### config.mk
export PLATFORM = sky130hd
export DESIGN_NAME = ldpc_3gpp_dec_hb_seq
export DESIGN_NICKNAME = d
export VERILOG_FILES = /design/src/rtl/ldpc_3gpp_dec_hb_seq.sv
export SDC_FILE = /design/constraint.sdc
export NUM_CORES = 1
export LEC_CHECK = 0
export CAP_MARGIN = 20
export CORE_MARGIN = 2
export CORE_UTILIZATION = 40
export DETAILED_ROUTE_END_ITERATION = 12
export GPL_TIMING_DRIVEN = 0
export SLEW_MARGIN = 20
export SYNTH_ARGS = -nofsm -noshare
export SYNTH_HDL_FRONTEND = slang
export SYNTH_SLANG_ARGS = --single-unit
### constraint.sdc
create_clock -name iclk -period 2.7 [get_ports iclk]
set_clock_uncertainty 0.15 [all_clocks]
set_input_delay 0.27 -clock iclk [delete_from_list [all_inputs] [get_ports iclk]]
set_output_delay 0.27 -clock iclk [all_outputs]
set_load 0.1 [all_outputs]
### src/rtl/ldpc_3gpp_dec_hb_seq.sv
// Row scheduler for the fixed-mode 3GPP LDPC decoder: emits the per-iteration read-row
// stream, a latency-matched write-row stream, and a done pulse once the pipeline drains.
module ldpc_3gpp_dec_hb_seq #(
    parameter int pROW_W    = 6,
    parameter int pITER_W   = 5,
    parameter int pPIPE_LAT = 4,
    parameter int pITER_GAP = 2
) (
    input  logic               iclk,
    input  logic               ireset,
    input  logic               iclkena,
    input  logic               istart,
    input  logic [pITER_W-1:0] iNiter,
    input  logic [pROW_W-1:0]  iused_row,
    input  logic               iearly_stop,
    output logic               ordy,
    output logic               obusy,
    output logic [pROW_W-1:0]  orrow,
    output logic               ordval,
    output logic               ofirst_row,
    output logic               olast_row,
    output logic [pITER_W-1:0] oiter,
    output logic [pROW_W-1:0]  owrow,
    output logic               owval,
    output logic               odone
);

    localparam logic [1:0] S_IDLE  = 2'd0;
    localparam logic [1:0] S_RUN   = 2'd1;
    localparam logic [1:0] S_GAP   = 2'd2;
    localparam logic [1:0] S_DRAIN = 2'd3;
    localparam int         GAP_W   = (pITER_GAP > 1) ? $clog2(pITER_GAP) : 1;

    logic [1:0]         state;
    logic [pITER_W-1:0] niter_q;
    logic [pROW_W-1:0]  used_q;
    logic [GAP_W-1:0]   gap_cnt;
    logic               dl_val [pPIPE_LAT];
    logic [pROW_W-1:0]  dl_row [pPIPE_LAT];
    logic               pend;

    // Last stage of the delay line is the write-stream output register.
    assign owval = dl_val[pPIPE_LAT-1];
    assign owrow = dl_row[pPIPE_LAT-1];

    // Anything that will still reach the write stream after this edge.
    always_comb begin
        pend = ordval;
        for (int i = 0; i < pPIPE_LAT - 1; i++) pend = pend | dl_val[i];
    end

    always_ff @(posedge iclk or posedge ireset) begin
        if (ireset) begin
            state      <= S_IDLE;
            niter_q    <= '0;
            used_q     <= '0;
            gap_cnt    <= '0;
            ordy       <= 1'b1;
            obusy      <= 1'b0;
            orrow      <= '0;
            ordval     <= 1'b0;
            ofirst_row <= 1'b0;
            olast_row  <= 1'b0;
            oiter      <= '0;
            odone      <= 1'b0;
            for (int i = 0; i < pPIPE_LAT; i++) begin
                dl_val[i] <= 1'b0;
                dl_row[i] <= '0;
            end
        end else if (iclkena) begin
            dl_val[0] <= ordval;
            dl_row[0] <= orrow;
            for (int i = 1; i < pPIPE_LAT; i++) begin
                dl_val[i] <= dl_val[i-1];
                dl_row[i] <= dl_row[i-1];
            end
            odone <= 1'b0;
            case (state)
                S_IDLE: begin
                    if (istart) begin
                        niter_q    <= (iNiter == '0) ? pITER_W'(1) : iNiter;
                        used_q     <= (iused_row == '0) ? pROW_W'(1) : iused_row;
                        orrow      <= '0;
                        ordval     <= 1'b1;
                        ofirst_row <= 1'b1;
                        olast_row  <= (iused_row <= pROW_W'(1));
                        oiter      <= '0;
                        ordy       <= 1'b0;
                        obusy      <= 1'b1;
                        state      <= S_RUN;
                    end
                end
                S_RUN: begin
                    if (olast_row) begin
                        if ((oiter == niter_q - pITER_W'(1)) || iearly_stop) begin
                            orrow      <= '0;
                            ordval     <= 1'b0;
                            ofirst_row <= 1'b0;
                            olast_row  <= 1'b0;
                            state      <= S_DRAIN;
                        end else if (pITER_GAP > 0) begin
                            orrow      <= '0;
                            ordval     <= 1'b0;
                            ofirst_row <= 1'b0;
                            olast_row  <= 1'b0;
                            gap_cnt    <= '0;
                            state      <= S_GAP;
                        end else begin
                            orrow      <= '0;
                            ofirst_row <= 1'b1;
                            olast_row  <= (used_q == pROW_W'(1));
                            oiter      <= oiter + pITER_W'(1);
                        end
                    end else begin
                        orrow      <= orrow + pROW_W'(1);
                        ofirst_row <= 1'b0;
                        olast_row  <= (orrow + pROW_W'(1) == used_q - pROW_W'(1));
                    end
                end
                S_GAP: begin
                    if (int'(gap_cnt) == pITER_GAP - 1) begin
                        orrow      <= '0;
                        ordval     <= 1'b1;
                        ofirst_row <= 1'b1;
                        olast_row  <= (used_q == pROW_W'(1));
                        oiter      <= oiter + pITER_W'(1);
                        state      <= S_RUN;
                    end else begin
                        gap_cnt <= gap_cnt + GAP_W'(1);
                    end
                end
                default: begin
                    if (!pend) begin
                        odone <= 1'b1;
                        ordy  <= 1'b1;
                        obusy <= 1'b0;
                        state <= S_IDLE;
                    end
                end
            endcase
        end
    end

endmodule

Word level (Yosys, flattened, before mapping) --
Cells that the tools add are included.
Storage, ports and cells: register bits 59, input bits 16, output and inout bits 24
Cells by class: $add $sub $neg 5, equality and inequality tests 11, bitwise gates (word level) 4, magnitude comparators 1, reductions and logical operators 16, mux-type cells 35
Operators by type and width (count):
- 6-bit two-way mux | 4
- 6-bit one-hot mux with 3 select lines | 1
- 4-bit AND reduction | 4
- 1-bit two-way mux | 15
- 5-bit two-way mux | 3
- 5-bit one-hot mux with 2 select lines | 1
- 5-bit AND reduction | 2
- 1-bit one-hot mux with 3 select lines | 3
- 2-bit two-way mux | 4
- 2-bit inequality test (second input constant) | 4
- 6-bit by 1-bit adder with 6-bit output (second input constant) | 1
- 6-bit by 1-bit equality test with 1-bit output (second input constant) | 1
- 6-bit equality test | 1
- 6-bit by 1-bit <= comparator with 1-bit output (second input constant) | 1
- 6-bit logical NOT | 1
- 1-bit one-hot mux with 2 select lines | 3
- 2-bit one-hot mux with 3 select lines | 1
- 6-bit by 1-bit subtractor with 6-bit output (second input constant) | 1
- 5-bit by 1-bit adder with 5-bit output (second input constant) | 1
- 5-bit equality test | 1
- 5-bit logical NOT | 1
- 5-bit by 1-bit subtractor with 5-bit output (second input constant) | 1
- 4-bit by 1-bit inequality test with 1-bit output (second input constant) | 1
- 2-bit nonzero test | 2
- other kinds (12) | 14

Logic depth before layout (Yosys ltp) --
depth in word-level cells 6, mapped depth 9

Least setup slack after synthesis --
OpenSTA, ideal clock, no wires.
path kind register to register, start point reg orrow[0], end point reg olast_row, stages on the path, launching flop included 7, setup time 118 ps, arrival 2096 ps, path slack 336 ps, cells stage by stage dfrtp_1 > ha_1 > nand3_1 > xor2_1 > xnor2_1 > nor4_2 > a21o_1
Between the ends: cells in the longest elaborated chain, start to end 4
Ends and longest elaborated chain:
- start: declaration | line 18 | output logic [pROW_W-1:0] orrow,
- start signal: assignment | line 115 | orrow <= orrow + pROW_W'(1);
- 6-bit by 1-bit adder with 6-bit output | line 117 | olast_row <= (orrow + pROW_W'(1) == used_q - pROW_W'(1));
- 6-bit equality test | line 117
- 1-bit two-way mux | line 94 | if (olast_row) begin
- 1-bit one-hot mux with 3 select lines | line 78 | case (state)
- end signal: assignment | line 86 | olast_row <= (iused_row <= pROW_W'(1));
- end signal: assignment | line 117
- end signal: assignment | line 125 | olast_row <= (used_q == pROW_W'(1));
- end: declaration | line 21 | output logic olast_row,
No other way between the ends. A chain may end at the register's enable or synchronous reset.

Worst setup path after layout --
start point reg orrow[2], end point out orrow[2]
No word-level cell between the ends.

==> summary.txt <==
Status
  • Status: completed

Cells and area
  • Layout fillers: 670
  • N_diodes: 0
  • Multi-input gate area: 1310 sq um
  • FF+latch area: 1480 sq um
  • Post-route cell area: 3670 sq um
  • Layout Nets: 331
  • Layout area overhead: 26.1%
  • Layout cells sized above 1: 0.222

Yosys
  • Simple-gate share of the synthesized area: 0.116
  • Mux cell area share after synthesis: 0.146
  • Synthesized flop and latch total: 59
  • Top post-synthesis cells by area: dfrtp_1, mux2_2, ha_1, xnor2_1, o21ai_0
  • Cell taking the most area after synthesis: dfrtp_1
  • Async S/R FF share, synth: 1.00
  • Primary FF master, synth: dfrtp_1
  • Number of synthesized flops with an enable pin: 0
  • Synth top area share: 0.498
  • Syn_area_per_cell: 11.4 sq um
  • Post-synthesis xor/xnor area fraction: 0.0601
  • Synth unique cells: 46
  • Yosys Warn Count: 0
  • Post-synthesis adder-cell area fraction: 0.0387
  • Syn Nets: 280
  • Main combinational cell family by area after synthesis: multiplexers
  • Post-synthesis sequential area ratio: 0.507
  • Cell count after synthesis: 255
  • Synth Cell Area: 2910 sq um
  • Compound-Gate Fraction of Synth Area: 0.0876

Timing
  • # setup viols final: 0
  • RSZ-0062 raised after global routing: no
  • Max Transition Viols Final: 0
  • Final WS setup: 0.216 ns
  • Worst Max-Slew Pin Slew: 0.969 ns
  • Final hold violations: 0
  • Fin Hold WS: 0.114 ns
  • Fmax: 0.403 GHz
  • Fin crit share: 0.920
  • Max-slew headroom: 0.352
  • Crit path time final: 2.48 ns

GRT
  • Initial antenna violation count: 0
  • Largest net degree at the start of global routing: 31
  • Global route overflow: 0
  • First-pass GRT wire length: 9.69 mm
  • Vias in the first global route: 1,959
  • GRT Total Usage: 0.161

Floorplanning
  • # IOs: 40
  • CORE AREA: 7140 sq um
  • Starting Density: 0.408
  • Die X: 89.3 microns
  • Die height: 89.3 microns
  • Area of the die: 7980 sq um
  • Site row count: 31

Worst setup path
  • Reg2Reg Setup Slack: 0.48 ns
  • Worst stage delay on the critical path: 1.20 ns
  • WP data arrival: 2.06 ns
  • Reg2reg start: state[0]
  • Crit-path max FO: 8
  • Worst path bufs/invs: 1
  • CP required: 2.28 ns
  • CP Cell Sequence: clkdlybuf4s50_1
  • Crit path capture type: output pin
  • Delay-heaviest family, CP: buffers and inverters
  • CP startpoint kind: flop
  • CP max stage cell: clkdlybuf4s50_1
  • R2R Path End: orrow[4]
  • Setup CP Type: reg -> out
  • R2r worst-path depth: 8

Placed design
  • Dpl hpwl: 4.16 mm
  • Number of buffers added on ports: 39
  • Post-Place Cell Area: 3450 sq um
  • Pre-CTS WS: 0.253 ns
  • RD Place Congestion: 0.786

Clock tree
  • Root buffer cell: clkbuf_8
  • Worst skew pair latency: 0.34 ns
  • CTS max path bufs: 2
  • Resized cells post-CTS: 0
  • Hold buffers post-CTS: 0
  • CTS buffer count: 9
  • CTS sink count: 59
  • CTS tree: yes
  • Post-CTS Setup Inserts: 0
  • H-tree Lvls: 3
  • Clock Pin Slew Worst Setup and Hold Paths: 0.07 ns

Power and ir drop
  • Pwr Total: 0.00411 W
  • Leakage Power: 1.63 nW
  • Max IR drop VDD: 0.384 mV
  • Pwr dens: 1120 nW/um^2

Drt
  • Final ANT Viol Nets: 0
  • Via Count: 2,069
  • DRT Wirelength: 5.78 mm
  • Router iterations before antenna repair: 4
  • 1st-iter DRT viols: 102
  • Residual DRC: 0
  • Via-per-instance ratio: 5.05
  • Routed WL per cell: 14.1 microns

Run
  • Max-Cap Viols: 0

Worst hold path
  • Min-Delay Path Class: in -> async
state kept, by name (all words and copies together) (netlist names), 2 cells and up:
register  flops
dl_row       18
orrow         6
owrow         6
used_q        6
niter_q       5
oiter         5
dl_val        3
state         2
through the flow:
stage | std cells | setup TNS [ns] | utilization
after global routing | 410 | 0 | 0.515
after floorplan | 255 | 0 | -
after CTS | 410 | 0 | 0.515
final | 410 | 0 | 0.515
after detailed placement | 394 | 0 | 0.483
after global placement | 393 | -21.20 | 0.480
worst max path at each step:
stage	from	end	slack, ns	depth (start not counted)
3_3_place_gp	ireset	owrow[4]	-0.37	2
2_1_floorplan	orrow[0]	olast_row	0.34	6
3_5_place_dp	iclkena	dl_row[10]	0.25	4
6_report	orrow[2]	orrow[2]	0.22	1
5_1_grt	orrow[0]	orrow[0]	0.15	1
4_1_cts	orrow[0]	orrow[0]	0.19	1
per-layer routing:
layer	share of wire	wire length, microns	vias up	global-route usage
li1	-	-	1002	-
met1	0.49	2850	1019	0.226
met2	0.45	2630	44	0.235
met3	0.039	225	4	0.0452
met4	0.013	76	0	0.0611
met5	0	0	-	0
cells by family after synthesis:
family	count (synthesis)
buffers and inverters	27
AND/OR/NAND/NOR	61
adder cells (fa/ha/maj)	9
XOR/XNOR	20
AO/OA/AOI/OAI	41
multiplexers	38
flip-flops	59
report_power, final:
part | internal (W) | switching [W] | total, W | leakage [nW]
sequential | 0.00114 | 0.000233 | 0.00137 | 0.768
clock | 0.000525 | 0.000387 | 0.000912 | 0.114
combinational | 0.000647 | 0.00118 | 0.00183 | 0.751
cell usage after synthesis, types with 2 or more instances:
cell / number
a211oi_1: 2
a21oi_1: 7
ha_1: 9
nor4_1: 3
dfrtp_1: 58
clkbuf_1: 4
xor2_1: 8
o21ai_0: 15
mux2_1: 2
nand2b_1: 3
o31ai_1: 4
mux2_2: 35
buf_2: 4
and2_1: 2
buf_1: 2
a31oi_1: 2
nand4_1: 2
xnor2_1: 12
nand3_1: 10
a21o_1: 2
and3_1: 3
nand2_1: 17
buf_4: 6
nor3_1: 7
nor2_1: 3
o211ai_1: 2
inv_1: 11
nor2b_1: 2
worst reg2reg max path, stage by stage, from the launching register on:
cell      delay [ns]
dfrtp_1         0.42
inv_1           0.10
ha_1            0.15
clkbuf_1        0.33
nand2b_1        0.16
nand4_1         0.27
clkbuf_1        0.35
nand2_1         0.09
o31ai_1         0.09
cells in the final DEF (no fill, tap or decap), drive strengths merged, types with 7 or more instances in the layout:
master,count
dfrtp,58
clkdlybuf4s50,39
mux2,37
nand2,17
o21ai,16
clkbuf,13
buf,13
xnor2,12
inv,12
nand3,11
ha,9
xor2,8
nor3,7
a21oi,7
final cells by class:
type	instances	area share
buffer	16	0.0238
clock buffer	9	0.0337
multi-input combinational	169	0.356
inverter	11	0.0119
tap	99	0.0337
sequential	59	0.402
clock inverter	7	0.0272
timing repair buffer	40	0.112
No activity file was read; power rests on OpenSTA's default activity.
